**src/rtl/can_pkg.sv**
```systemverilog
// Shared types and constants for the CAN transmit frame engine:
// FSM state encoding, CRC-15 polynomial, fixed field lengths and the frame descriptor.
package can_pkg;

   typedef enum logic [3:0] {
      ST_IDLE,
      ST_SOF,
      ST_ARB,
      ST_CTRL,
      ST_DATA,
      ST_CRC,
      ST_CRC_DEL,
      ST_ACK_SLOT,
      ST_ACK_DEL,
      ST_EOF,
      ST_IFS
   } can_state_e;

   localparam logic [14:0] CRC_POLY    = 15'h4599;
   localparam int          EOF_BITS    = 7;
   localparam int          IFS_BITS    = 3;
   localparam int          STUFF_LIMIT = 5;

   typedef struct packed {
      logic        ide;
      logic        rtr;
      logic [28:0] id;
      logic [3:0]  dlc;
      logic [63:0] data;
   } can_frame_t;

   function automatic logic [14:0] crc15_step(input logic [14:0] crc, input logic b);
      crc15_step = {crc[13:0], 1'b0} ^ (((b ^ crc[14]) == 1'b1) ? CRC_POLY : 15'h0000);
   endfunction

endpackage

```
**src/rtl/can_crc15.sv**
```systemverilog
// Serial CAN CRC-15 accumulator: one unstuffed bit per enabled cycle, clear has priority.
module can_crc15
   import can_pkg::*;
(
   input  logic        clk_i,
   input  logic        rst_i,
   input  logic        clr_i,
   input  logic        en_i,
   input  logic        bit_i,
   output logic [14:0] crc_o
);

   always_ff @(posedge clk_i) begin
      if (rst_i || clr_i) begin
         crc_o <= 15'h0000;
      end else if (en_i) begin
         crc_o <= crc15_step(crc_o, bit_i);
      end
   end

endmodule

```
**src/rtl/can_tx_frame.sv**
```systemverilog
// CAN 2.0A/2.0B transmit frame engine: bit timing, stuffing, CRC-15, ACK sampling.
// Optional CAN_TX_RETRY_EN: retransmit on missing ACK up to RETRY_MAX times.
module can_tx_frame
   import can_pkg::*;
#(
   parameter int CLK_DIV   = 16,
   parameter int SAMPLE_PT = 10,
   parameter int RETRY_MAX = 3
) (
   input  logic        clk_i,
   input  logic        rst_i,
   input  logic        frame_valid_i,
   output logic        frame_ready_o,
   input  logic        ide_i,
   input  logic        rtr_i,
   input  logic [28:0] id_i,
   input  logic [3:0]  dlc_i,
   input  logic [63:0] data_i,
   input  logic        rx_i,
   output logic        tx_o,
   output logic        busy_o,
   output logic        done_o,
   output logic        ack_err_o
);

   localparam int                CNT_W      = $clog2(CLK_DIV);
   localparam logic [CNT_W-1:0]  CNT_LAST   = CNT_W'(CLK_DIV - 1);
   localparam logic [CNT_W-1:0]  CNT_SAMPLE = CNT_W'(SAMPLE_PT);
`ifdef CAN_TX_RETRY_EN
   localparam int                RETRY_LIMIT = RETRY_MAX;
`else
   localparam int                RETRY_LIMIT = 0 * RETRY_MAX;
`endif

   can_state_e       state_q, state_d;
   logic [5:0]       idx_q, idx_d;
   logic [CNT_W-1:0] cnt_q;
   logic             tx_q;
   logic [2:0]       run_q;
   logic             ack_q;
   logic [7:0]       retry_q;
   can_frame_t       frm_q;
   logic [14:0]      crc;
   logic [6:0]       data_bits, cur_len;
   logic [31:0]      arb_vec;
   logic [5:0]       ctrl_vec;
   logic             bit_end, stuff_zone, do_stuff, field_last;
   logic             load, load_bit, feed_crc, restart, accept, retry, done;

   function automatic logic field_bit(input can_state_e st, input logic [5:0] idx,
                                      input logic [31:0] arb, input logic [5:0] ctrl,
                                      input logic [63:0] data, input logic [14:0] crc_v);
      case (st)
         ST_SOF:  field_bit = 1'b0;
         ST_ARB:  field_bit = arb[~idx[4:0]];
         ST_CTRL: field_bit = ctrl[3'd5 - idx[2:0]];
         ST_DATA: field_bit = data[~idx[5:0]];
         ST_CRC:  field_bit = crc_v[4'd14 - idx[3:0]];
         default: field_bit = 1'b1;
      endcase
   endfunction

   function automatic can_state_e next_field(input can_state_e st, input logic has_data);
      case (st)
         ST_SOF:      next_field = ST_ARB;
         ST_ARB:      next_field = ST_CTRL;
         ST_CTRL:     next_field = has_data ? ST_DATA : ST_CRC;
         ST_DATA:     next_field = ST_CRC;
         ST_CRC:      next_field = ST_CRC_DEL;
         ST_CRC_DEL:  next_field = ST_ACK_SLOT;
         ST_ACK_SLOT: next_field = ST_ACK_DEL;
         ST_ACK_DEL:  next_field = ST_EOF;
         ST_EOF:      next_field = ST_IFS;
         default:     next_field = ST_IDLE;
      endcase
   endfunction

   // Standard arbitration is left-aligned so both formats index from bit 31 downward.
   assign arb_vec   = frm_q.ide ? {frm_q.id[28:18], 2'b11, frm_q.id[17:0], frm_q.rtr}
                                : {frm_q.id[10:0], frm_q.rtr, 20'h00000};
   assign ctrl_vec  = {2'b00, frm_q.dlc};
   assign data_bits = frm_q.rtr    ? 7'd0 :
                      frm_q.dlc[3] ? 7'd64 : {1'b0, frm_q.dlc[2:0], 3'b000};

   always_comb begin
      case (state_q)
         ST_ARB:  cur_len = frm_q.ide ? 7'd32 : 7'd12;
         ST_CTRL: cur_len = 7'd6;
         ST_DATA: cur_len = data_bits;
         ST_CRC:  cur_len = 7'd15;
         ST_EOF:  cur_len = 7'(EOF_BITS);
         ST_IFS:  cur_len = 7'(IFS_BITS);
         default: cur_len = 7'd1;
      endcase
   end

   assign bit_end    = (state_q != ST_IDLE) && (cnt_q == CNT_LAST);
   assign stuff_zone = state_q inside {ST_SOF, ST_ARB, ST_CTRL, ST_DATA, ST_CRC};
   assign do_stuff   = stuff_zone && (run_q == 3'(STUFF_LIMIT));
   assign field_last = ({1'b0, idx_q} == (cur_len - 7'd1));

   // A stuff bit leaves idx_q on the last real bit, so the next bit_end resumes from it.
   always_comb begin
      state_d  = state_q;
      idx_d    = idx_q;
      load     = 1'b0;
      load_bit = 1'b1;
      feed_crc = 1'b0;
      restart  = 1'b0;
      accept   = 1'b0;
      retry    = 1'b0;
      done     = 1'b0;
      if (state_q == ST_IDLE) begin
         if (frame_valid_i) begin
            accept   = 1'b1;
            restart  = 1'b1;
            state_d  = ST_SOF;
            idx_d    = 6'd0;
            load     = 1'b1;
            load_bit = 1'b0;
         end
      end else if (bit_end) begin
         if (do_stuff) begin
            load     = 1'b1;
            load_bit = ~tx_q;
         end else if (!field_last) begin
            idx_d    = idx_q + 6'd1;
            load     = 1'b1;
            load_bit = field_bit(state_q, idx_d, arb_vec, ctrl_vec, frm_q.data, crc);
            feed_crc = state_q inside {ST_ARB, ST_CTRL, ST_DATA};
         end else if (state_q == ST_IFS) begin
            if (!ack_q && (int'(retry_q) < RETRY_LIMIT)) begin
               retry    = 1'b1;
               restart  = 1'b1;
               state_d  = ST_SOF;
               idx_d    = 6'd0;
               load     = 1'b1;
               load_bit = 1'b0;
            end else begin
               done    = 1'b1;
               state_d = ST_IDLE;
               idx_d   = 6'd0;
            end
         end else begin
            state_d  = next_field(state_q, data_bits != 7'd0);
            idx_d    = 6'd0;
            load     = 1'b1;
            load_bit = field_bit(state_d, 6'd0, arb_vec, ctrl_vec, frm_q.data, crc);
            feed_crc = state_d inside {ST_ARB, ST_CTRL, ST_DATA};
         end
      end
   end

   always_ff @(posedge clk_i) begin
      if (rst_i) begin
         state_q <= ST_IDLE;
         idx_q   <= 6'd0;
         cnt_q   <= '0;
         tx_q    <= 1'b1;
         run_q   <= 3'd0;
         ack_q   <= 1'b0;
         retry_q <= 8'd0;
      end else begin
         state_q <= state_d;
         idx_q   <= idx_d;
         if ((state_q == ST_IDLE) || (state_d == ST_IDLE) || bit_end) begin
            cnt_q <= '0;
         end else begin
            cnt_q <= cnt_q + 1'b1;
         end
         if (load) begin
            tx_q  <= load_bit;
            run_q <= (restart || (load_bit != tx_q)) ? 3'd1 : run_q + 3'd1;
         end
         if (restart) begin
            ack_q <= 1'b0;
         end else if ((state_q == ST_ACK_SLOT) && (cnt_q == CNT_SAMPLE)) begin
            ack_q <= ~rx_i;
         end
         if (accept) begin
            retry_q <= 8'd0;
         end else if (retry) begin
            retry_q <= retry_q + 8'd1;
         end
      end
   end

   always_ff @(posedge clk_i) begin
      if (accept) begin
         frm_q.ide  <= ide_i;
         frm_q.rtr  <= rtr_i;
         frm_q.id   <= id_i;
         frm_q.dlc  <= dlc_i;
         frm_q.data <= data_i;
      end
   end

   can_crc15 u_crc (
      .clk_i (clk_i),
      .rst_i (rst_i),
      .clr_i (restart),
      .en_i  (feed_crc),
      .bit_i (load_bit),
      .crc_o (crc)
   );

   assign tx_o          = tx_q;
   assign frame_ready_o = (state_q == ST_IDLE);
   assign busy_o        = (state_q != ST_IDLE);
   assign done_o        = done;
   assign ack_err_o     = done & ~ack_q;

endmodule
```
**config.mk**
```make
export PLATFORM = sky130hd
export DESIGN_NAME = can_tx_frame
export DESIGN_NICKNAME = d
export VERILOG_FILES = /design/src/rtl/can_pkg.sv /design/src/rtl/can_crc15.sv /design/src/rtl/can_tx_frame.sv
export SDC_FILE = /design/constraint.sdc
export NUM_CORES = 1
export LEC_CHECK = 0
export BUFFER_PORTS_ARGS = -buffer_cell sky130_fd_sc_hd__clkbuf_2
export CORE_ASPECT_RATIO = 1.25
export CORE_MARGIN = 2
export CORE_UTILIZATION = 40
export CTS_CLUSTER_SIZE = 30
export DETAILED_ROUTE_END_ITERATION = 12
export GPL_ROUTABILITY_DRIVEN = 0
export HOLD_SLACK_MARGIN = 0.15
export PLACE_DENSITY = 0.63
export SKIP_LAST_GASP = 1
export SYNTH_ARGS = -nofsm -noshare
export SYNTH_HDL_FRONTEND = slang
export SYNTH_SLANG_ARGS = --single-unit
export TNS_END_PERCENT = 10
```
**constraint.sdc**
```tcl
create_clock -name clk_i -period 14.6 [get_ports clk_i]
set_input_delay 2.19 -clock clk_i [delete_from_list [all_inputs] [get_ports clk_i]]
set_output_delay 2.19 -clock clk_i [all_outputs]
set_load 0.01 [all_outputs]
```
==> results.toml, run 1 <==
[sta]
fin_skew_ns = 0.0100
setup_viol = 0
max_freq_mhz = 152
whs_ns = 0.474
tns_ns = 0
max-slew-margin-rel_pct = 24.0
grt_setup_unrepaired = "no"
period_share_pct = 45.0
fin_ws_ns = 8.04
worstMarginPinSlew_ns = 1.13
slew_viol_final = 0
hold_viol = 0
period_needed_ns = 6.56

[drt]
ant_nets = 0
drt_iter0_drc = 325
dr.pass1.iters = 5
met3_length_um = 722
drt-total-wl_mm = 15.4
highest_layer = "met4"
wl_met2_mm = 8.04
drt-met1-wl_mm = 6.31
drc_errors = 0
wl_per_cell_um = 17.3
via_per_inst = 5.54
vias = 4933

[floorplanning]
die_h_um = 149
core_um2 = 16300
initial_core_util_pct = 41.2
num_io_pins = 108
rows = 52
die_area_um2 = 17800
die_w_um = 120

[placement]
numPortBuffers = 107
hpwl_mm = 10.9
dpl_cell_area_um2 = 7330
dp_slack_ns = 8.53
post-place-cells = 859

[power]
p_sw_uw = 196
internal_power_uw = 719
peakVddDrop_uv = 101
leakage_nw = 2.89
power_frac_comb_pct = 5.6
finalPower_uw = 915
clockPowerShare_pct = 46.4
swShare_pct = 21.4
p_seq_share_pct = 48.0
power_per_cell_area_nw_per_um2 = 115

[logic_synthesis]
synth.net_count = 680
syn_inst = 568
synth.avg_cell_area_um2 = 11.8
ys_types = 77
synth.area.top_cells = "edfxtp_1, dfxtp_1, mux4_2, mux2i_1, nand2_1"
ys_seq_area_share_pct = 54.6
synth_top_area_share_pct = 44.4
synth_edf_count = 99
yosys_register_bits = 133
synthArstFlopShare_pct = 0
synthFlopType = "edfxtp_1"
yosys_warnings = 0
synth_area_leader_cell = "edfxtp_1"
syn-cell-area_um2 = 6700

[critical_path]
startpoint = "state_q[0]"
required_ns = 12.41
cp_common_cell = "nor4_1"
arrival_ns = 4.37
reg2reg_depth = 14
rr_endpoint = "u_crc.crc_o[10]"
r2r-start = "idx_q[1]"
critPathMaxStageDelay_ns = 0.77
endpoint_kind = "output pin"
r2r_slack_ns = 9.30
critical_path_class = "reg2out"
start_kind = "flip-flop"
worst_path_max_delay_cell = "dfxtp_1"
path_cells = "clkinv_1 -> a21oi_1 -> nor2_1 -> a31oi_1 -> ha_1 -> o21ai_0 -> nor4_1 -> a211oi_2 -> a2111oi_4 -> nand3_2 -> nor4_1 -> clkbuf_2"
worstPathMaxFanout = 18

[global_routing]
antenna_found_initial = 0
grt_pass1_wl_mm = 25.1
grt_max_degree = 76
grt_overflow_total = 0
grt_pass1_vias = 5057
grt.total_usage_pct = 18.2

[clock_tree]
h-tree-depth = 4
tritoncts = "yes"
cts-hold-fix-buffers = 0
clock_path_buffers = 2
ctsRootBufferMaster = "clkbuf_16"
clkSinkCount = 133
worstSkewPairLatency_ns = 0.42
ctsResizeCount = 0
cts_buffers = 17
cts_setup_buffers = 0
clkTransAtPathRegs_ns = 0.06

[min_path]
min_to = "cnt_q[0]"
holdPathStages = 1
hp-class = "reg2reg"
worstHoldStart = "cnt_q[0]"

[cells_and_area]
area_delta_synth_final_pct = 18.3
stdcell_area_um2 = 7920
drive_gt1_share_pct = 26.6
fillerInstances = 1535
mostFrequentLayoutCells = "clkbuf_2, edfxtp_1, nand2_1"
stdcell_count = 890
layout_commonest_cell = "clkbuf_2"
final_nets = 774
n_antenna_cell = 0
final_util_pct = 48.7

[flow_run]
drv_cap = 0

[status]
status = "finished, final reports clean"
==> power groups by stage <==
stage / Clock, mW / Sequential, mW / Combinational [mW]
after detailed placement: 0 / 0.447 / 0.0519
after CTS: 0.430 / 0.439 / 0.0520
after global placement: 0 / 0.446 / 0.0506
after floorplan: 0 / 0.443 / 0.0316
after global routing: 0.450 / 0.441 / 0.0575
final: 0.424 / 0.439 / 0.0514
==> worst max path at each step <==
stage                          end  slack (ns)  cells after the start
finish                   ack_err_o        8.04                     12
global placement         ack_err_o        8.70                     10
detailed placement       ack_err_o        8.53                     10
global route             ack_err_o        7.75                     12
CTS                      ack_err_o        8.07                     10
floorplan           u_crc.crc_o[4]        8.93                      8
==> cell families (layout without fill, tap and decap cells) <==
group / count (synthesis) / after routing / synth area share, %
flops: 133 / 133 / 54.6
xor+xnor: 18 / 18 / 2.47
simple gates: 198 / 198 / 15.0
mux: 43 / 43 / 9.66
compound gates: 116 / 116 / 12.8
fa+ha+maj: 10 / 10 / 1.83
buf+inv: 50 / 156 / 3.72
==> registers in the layout, summed over array words and instances (netlist names) <==
signal	count
idx_q	6
run_q	3
ctrl_vec	4
u_crc.crc_o	15
tx_o	1
cnt_q	4
frm_q	95
ack_q	1
state_q	4
==> worst max-delay path: cells and delay by family, from the launching register on <==
family / cells / cell delay (ns)
AND/OR/NAND/NOR: 4 / 1.28
buffers and inverters: 2 / 0.63
adder cells (fa/ha/maj): 1 / 0.21
AO/OA/AOI/OAI: 5 / 1.07
flip-flops: 1 / 0.77
==> cells in the mapped netlist, drive strengths merged (9+ instances only) <==
cell,n
clkbuf,13
nand2b,9
buf,22
inv,14
a21oi,29
nor2,40
xnor2,10
ha,9
o21ai,16
nand3,26
nor3,14
dfxtp,34
mux4,17
a31oi,11
mux2i,23
nand2,61
edfxtp,99
==> cell type report <==
type | count | area [um^2] | area share (%)
tap | 216 | 270 | 3.41
inverter | 15 | 58.8 | 0.742
timing repair buffer | 110 | 558 | 7.05
sequential | 133 | 3650 | 46.1
clock buffer | 18 | 429 | 5.42
multi-input combinational | 385 | 2790 | 35.3
clock inverter | 13 | 158 | 1.99
==> metal layers <==
layer / up-vias / GRT usage (%)
met5: - / 0
met4: 0 / 7.47
met3: 25 / 4.06
met2: 147 / 31.9
met1: 2407 / 21.7
li1: 2354 / -
No activity file was read; power rests on OpenSTA's default activity.
==> run 2: changes to the inputs <==
clock period = 6.3 ns   (was 14.6 ns; I/O delays follow)
==> results.toml, run 2 (synthesis results as in run 1) <==
[status]
status = "finished, final reports clean"

[clock_tree]
cts-hold-fix-buffers = 0
clkTransAtPathRegs_ns = 0.06
worstSkewPairLatency_ns = 0.42
ctsRootBufferMaster = "clkbuf_16"
clock_path_buffers = 2
h-tree-depth = 4
clkSinkCount = 133
tritoncts = "yes"
cts_buffers = 17
cts_setup_buffers = 0
ctsResizeCount = 0

[floorplanning]
die_w_um = 120
initial_core_util_pct = 41.2
core_um2 = 16300
rows = 52
die_h_um = 149
num_io_pins = 108
die_area_um2 = 17800

[placement]
hpwl_mm = 10.8
numPortBuffers = 107
dpl_cell_area_um2 = 7340
post-place-cells = 860
dp_slack_ns = 1.38

[cells_and_area]
mostFrequentLayoutCells = "clkbuf_2, edfxtp_1, nand2_1"
final_nets = 775
largestRegisters = "frm_q x95, u_crc.crc_o x15, idx_q x6"
area_delta_synth_final_pct = 18.2
fillerInstances = 1478
stdcell_area_um2 = 7910
regMostFlops = "frm_q"
drive_gt1_share_pct = 27.4
stdcell_count = 892
final_util_pct = 48.6
largest_register_ffs = 95
layout_commonest_cell = "clkbuf_2"
n_antenna_cell = 0

[critical_path]
reg2reg_depth = 12
arrival_ns = 4.55
critical_path_class = "reg2out"
worstPathMaxFanout = 31
endpoint_kind = "output pin"
start_kind = "flip-flop"
required_ns = 5.35
r2r_slack_ns = 1.31

[sta]
fin_skew_ns = 0.0129
slew_viol_final = 0
fin_ws_ns = 0.807
period_needed_ns = 5.49
worstMarginPinSlew_ns = 1.23
max_freq_mhz = 182
setup_viol = 0
period_share_pct = 87.2
hold_viol = 0
grt_setup_unrepaired = "no"
max-slew-margin-rel_pct = 17.7
tns_ns = 0

[drt]
drc_errors = 0
dr.pass1.iters = 5
ant_nets = 0
via_per_inst = 5.51
vias = 4915
wl_per_cell_um = 17.1
drt_iter0_drc = 334
drt-total-wl_mm = 15.2

[power]
power_per_cell_area_nw_per_um2 = 263
peakVddDrop_uv = 170
leakage_nw = 2.88

[global_routing]
grt_overflow_total = 0
grt_pass1_wl_mm = 24.9
grt_max_degree = 100
grt_pass1_vias = 4881
grt.total_usage_pct = 17.9
antenna_found_initial = 0

[min_path]
hp-class = "reg2reg"
holdPathStages = 2

[flow_run]
drv_cap = 0
[run 2: cell types whose count changed in the layout (fill, tap and decap cells not counted), sizes merged]
cell      previous run  this run
buf                  3         4
clkinvlp             1         4
clkinv               8         5
inv                 16        20
bufinv               3         1
clkbuf             125       124
[run 2: power breakdown]
group	internal [mW]	leakage (nW)	switching, mW
combinational	0.0522	1.39	0.0666
clock	0.551	0.270	0.392
sequential	0.996	1.22	0.0214
[run 2: cell type report]
cell class | count | area [um^2] | area share (%)
clock buffers | 17 | 425 | 5.38
clock inverters | 15 | 145 | 1.83
inverters | 15 | 58.8 | 0.743
repair buffers | 111 | 566 | 7.15
flip-flops and latches | 133 | 3650 | 46.2
multi-input cells | 385 | 2790 | 35.3
well taps | 216 | 270 | 3.42
[run 2: routing by layer]
metal | routed length [um] | part of all wire (%) | global-route usage, %
met5 | 0 | 0 | 0
met1 | 6520 | 43 | 22.4
met2 | 7800 | 51 | 30.6
met4 | 267 | 1.8 | 6.29
met3 | 648 | 4.3 | 4.18
[run 2: worst paths after layout]
check	startpoint	to
worst min-delay path	u_crc.crc_o[5]	u_crc.crc_o[6]
worst max-delay path	state_q[2]	ack_err_o
worst min register to register	u_crc.crc_o[5]	u_crc.crc_o[6]
worst max register to register	state_q[2]	u_crc.crc_o[7]
[run 2: metrics by stage]
step	hold WS, ns	power, mW
2_1_floorplan	0.430	1.10
3_3_place_gp	0.443	1.15
3_5_place_dp	0.465	1.16
4_1_cts	0.472	2.10
5_1_grt	0.487	2.16
6_report	0.474	2.08
[run 2: critical path, stage by stage, from the launching register on]
cell,delay [ns]
dfxtp_1,1.04
or3b_4,0.49
a21oi_4,0.20
ha_1,0.22
o21ai_0,0.10
nor4_1,0.70
a211oi_2,0.11
a2111oi_4,0.53
nand3_2,0.28
nor4_1,0.26
clkbuf_2,0.19
==> run 3: changes to the inputs <==
ABC_AREA = 1   (was default)
PLACE_DENSITY = default   (was 0.63)
==> results.toml, run 3 <==
[status]
status = "finished, final reports clean"

[drt]
drc_errors = 0
vias = 5457
dr.pass1.iters = 5
via_per_inst = 4.96
ant_nets = 0
wl_per_cell_um = 14.5
drt_iter0_drc = 302
drt-total-wl_mm = 16.0

[clock_tree]
tritoncts = "yes"
cts_setup_buffers = 0
h-tree-depth = 4
worstSkewPairLatency_ns = 0.42
ctsRootBufferMaster = "clkbuf_16"
clkTransAtPathRegs_ns = 0.06
ctsResizeCount = 0
cts_buffers = 17
clkSinkCount = 133
clock_path_buffers = 2
cts-hold-fix-buffers = 0

[critical_path]
endpoint_kind = "output pin"
worstPathMaxFanout = 18
arrival_ns = 3.30
critical_path_class = "reg2out"
r2r_slack_ns = 2.29
reg2reg_depth = 18
rr_endpoint = "u_crc.crc_o[14]"
required_ns = 5.35
start_kind = "flip-flop"
r2r-start = "idx_q[1]"

[cells_and_area]
area_delta_synth_final_pct = 19.4
drive_gt1_share_pct = 19.4
largestRegisters = "frm_q x95, u_crc.crc_o x15, idx_q x6"
largest_register_ffs = 95
layout_commonest_cell = "nand2_1"
n_antenna_cell = 0
stdcell_count = 1101
fillerInstances = 1648
mostFrequentLayoutCells = "nand2_1, clkbuf_2, nand3_1"
regMostFlops = "frm_q"
final_nets = 984
final_util_pct = 48.7

[logic_synthesis]
synthTopCellsByCount = "nand2_1, nand3_1, edfxtp_1"
ys_seq_area_share_pct = 55.5
synth_top_area_share_pct = 45.1
ys_types = 35
synth_area_leader_cell = "edfxtp_1"
syn_inst = 765
synth.avg_cell_area_um2 = 8.61
synthArstFlopShare_pct = 0
yosysMostFrequentCell = "nand2_1"
synth.net_count = 877
yosys_register_bits = 133
synth_edf_count = 99
yosys_warnings = 0
synthFlopType = "edfxtp_1"
synth.area.top_cells = "edfxtp_1, nand2_1, dfxtp_1, nand3_1, inv_1"
syn-cell-area_um2 = 6590

[global_routing]
grt.total_usage_pct = 18.9
grt_pass1_vias = 5280
met2_usage_pct = 32.9
grt_overflow_total = 0
use_met1_pct = 22.9
antenna_found_initial = 0
grt_pass1_wl_mm = 25.8
grt_max_degree = 85
gr-usage-met3_pct = 3.94
grt.busiest_layer = "met2"

[min_path]
hp-class = "reg2reg"
min_to = "cnt_q[0]"
worstHoldStart = "cnt_q[0]"
holdPathStages = 1

[floorplanning]
core_um2 = 16100
die_area_um2 = 17500
rows = 52
die_w_um = 119
initial_core_util_pct = 40.8
die_h_um = 147
num_io_pins = 108

[sta]
max_freq_mhz = 235
period_needed_ns = 4.25
max-slew-margin-rel_pct = 32.1
setup_viol = 0
slew_viol_final = 0
period_share_pct = 67.4
hold_viol = 0
tns_ns = 0
fin_skew_ns = 0.0120
grt_setup_unrepaired = "no"
worstMarginPinSlew_ns = 1.02

[placement]
numPortBuffers = 107
post-place-cells = 1069
hpwl_mm = 11.5

[power]
power_per_cell_area_nw_per_um2 = 262
peakVddDrop_uv = 181
leakage_nw = 3.40

[flow_run]
drv_cap = 0
## run 3: cell count changes after synthesis, sizes merged, moves of 10 or more
cell,before,now
mux4,17,0
nor2,40,78
nand2,61,214
inv,14,83
mux2i,23,0
nor3,14,4
nand3,26,103
o21ai,16,41
## run 3: report_power, final
group | internal [mW] | switching [mW] | leakage [nW]
logic | 0.0446 | 0.0746 | 1.92
clock network | 0.544 | 0.385 | 0.261
registers | 0.995 | 0.0180 | 1.22
total | 1.58 | 0.478 | 3.40
## run 3: final cells by class
| type | instances | area, um^2 | share of cell area [%] |
|---|---|---|---|
| Clock buffer | 18 | 429 | 5.46 |
| Clock inverter | 14 | 126 | 1.61 |
| Inverter | 84 | 318 | 4.04 |
| Multi-Input combinational cell | 525 | 2500 | 31.8 |
| Sequential cell | 133 | 3650 | 46.5 |
| Tap cell | 216 | 270 | 3.44 |
| Timing Repair Buffer | 111 | 566 | 7.19 |
## run 3: logic make-up after synthesis
logic type	share of synthesized area, %
AND/OR/NAND/NOR	27.0
flip-flops	55.5
buffers and inverters	6.59
AO/OA/AOI/OAI	8.36
adder cells (fa/ha/maj)	1.71
XOR/XNOR	0.931
## run 3: per-stage QoR
step           instance area, um^2  hold WS, ns  setup WS, ns  power, mW
6_report                      7860        0.462          2.05       2.06
5_1_grt                       7860        0.502          1.70       2.14
4_1_cts                       7860        0.470          2.03       2.08
3_5_place_dp                  7310        0.456          2.32       1.15
3_3_place_gp                  7310        0.451          2.44       1.15
2_1_floorplan                 6590        0.430          2.38       1.09
## run 3: worst max path at each step
stage                          end       start
floorplan                 idx_q[0]  state_q[1]
global placement    u_crc.crc_o[4]    idx_q[1]
detailed placement  u_crc.crc_o[4]    idx_q[1]
CTS                      ack_err_o   frm_q[98]
global route             ack_err_o   frm_q[98]
finish                   ack_err_o   frm_q[98]
## run 3: critical path, cell delays in order, from the launching register on
cell and delay (ns):
edfxtp_1 0.76, inv_1 0.43, nand3_2 0.26, nand3_1 0.14
nand2_1 0.11, nand3_1 0.07, nand2_1 0.08, nand2_1 0.06
nor2_2 0.18, nand2_2 0.12, nor2_2 0.23, inv_1 0.13
nor3_1 0.15, clkbuf_2 0.16
## run 3: routing by layer
metal / share of wire (%) / up-vias
li1: - / 2777
met1: 43 / 2489
met2: 50 / 162
met3: 4.7 / 29
met4: 2.2 / 0
met5: 0 / -
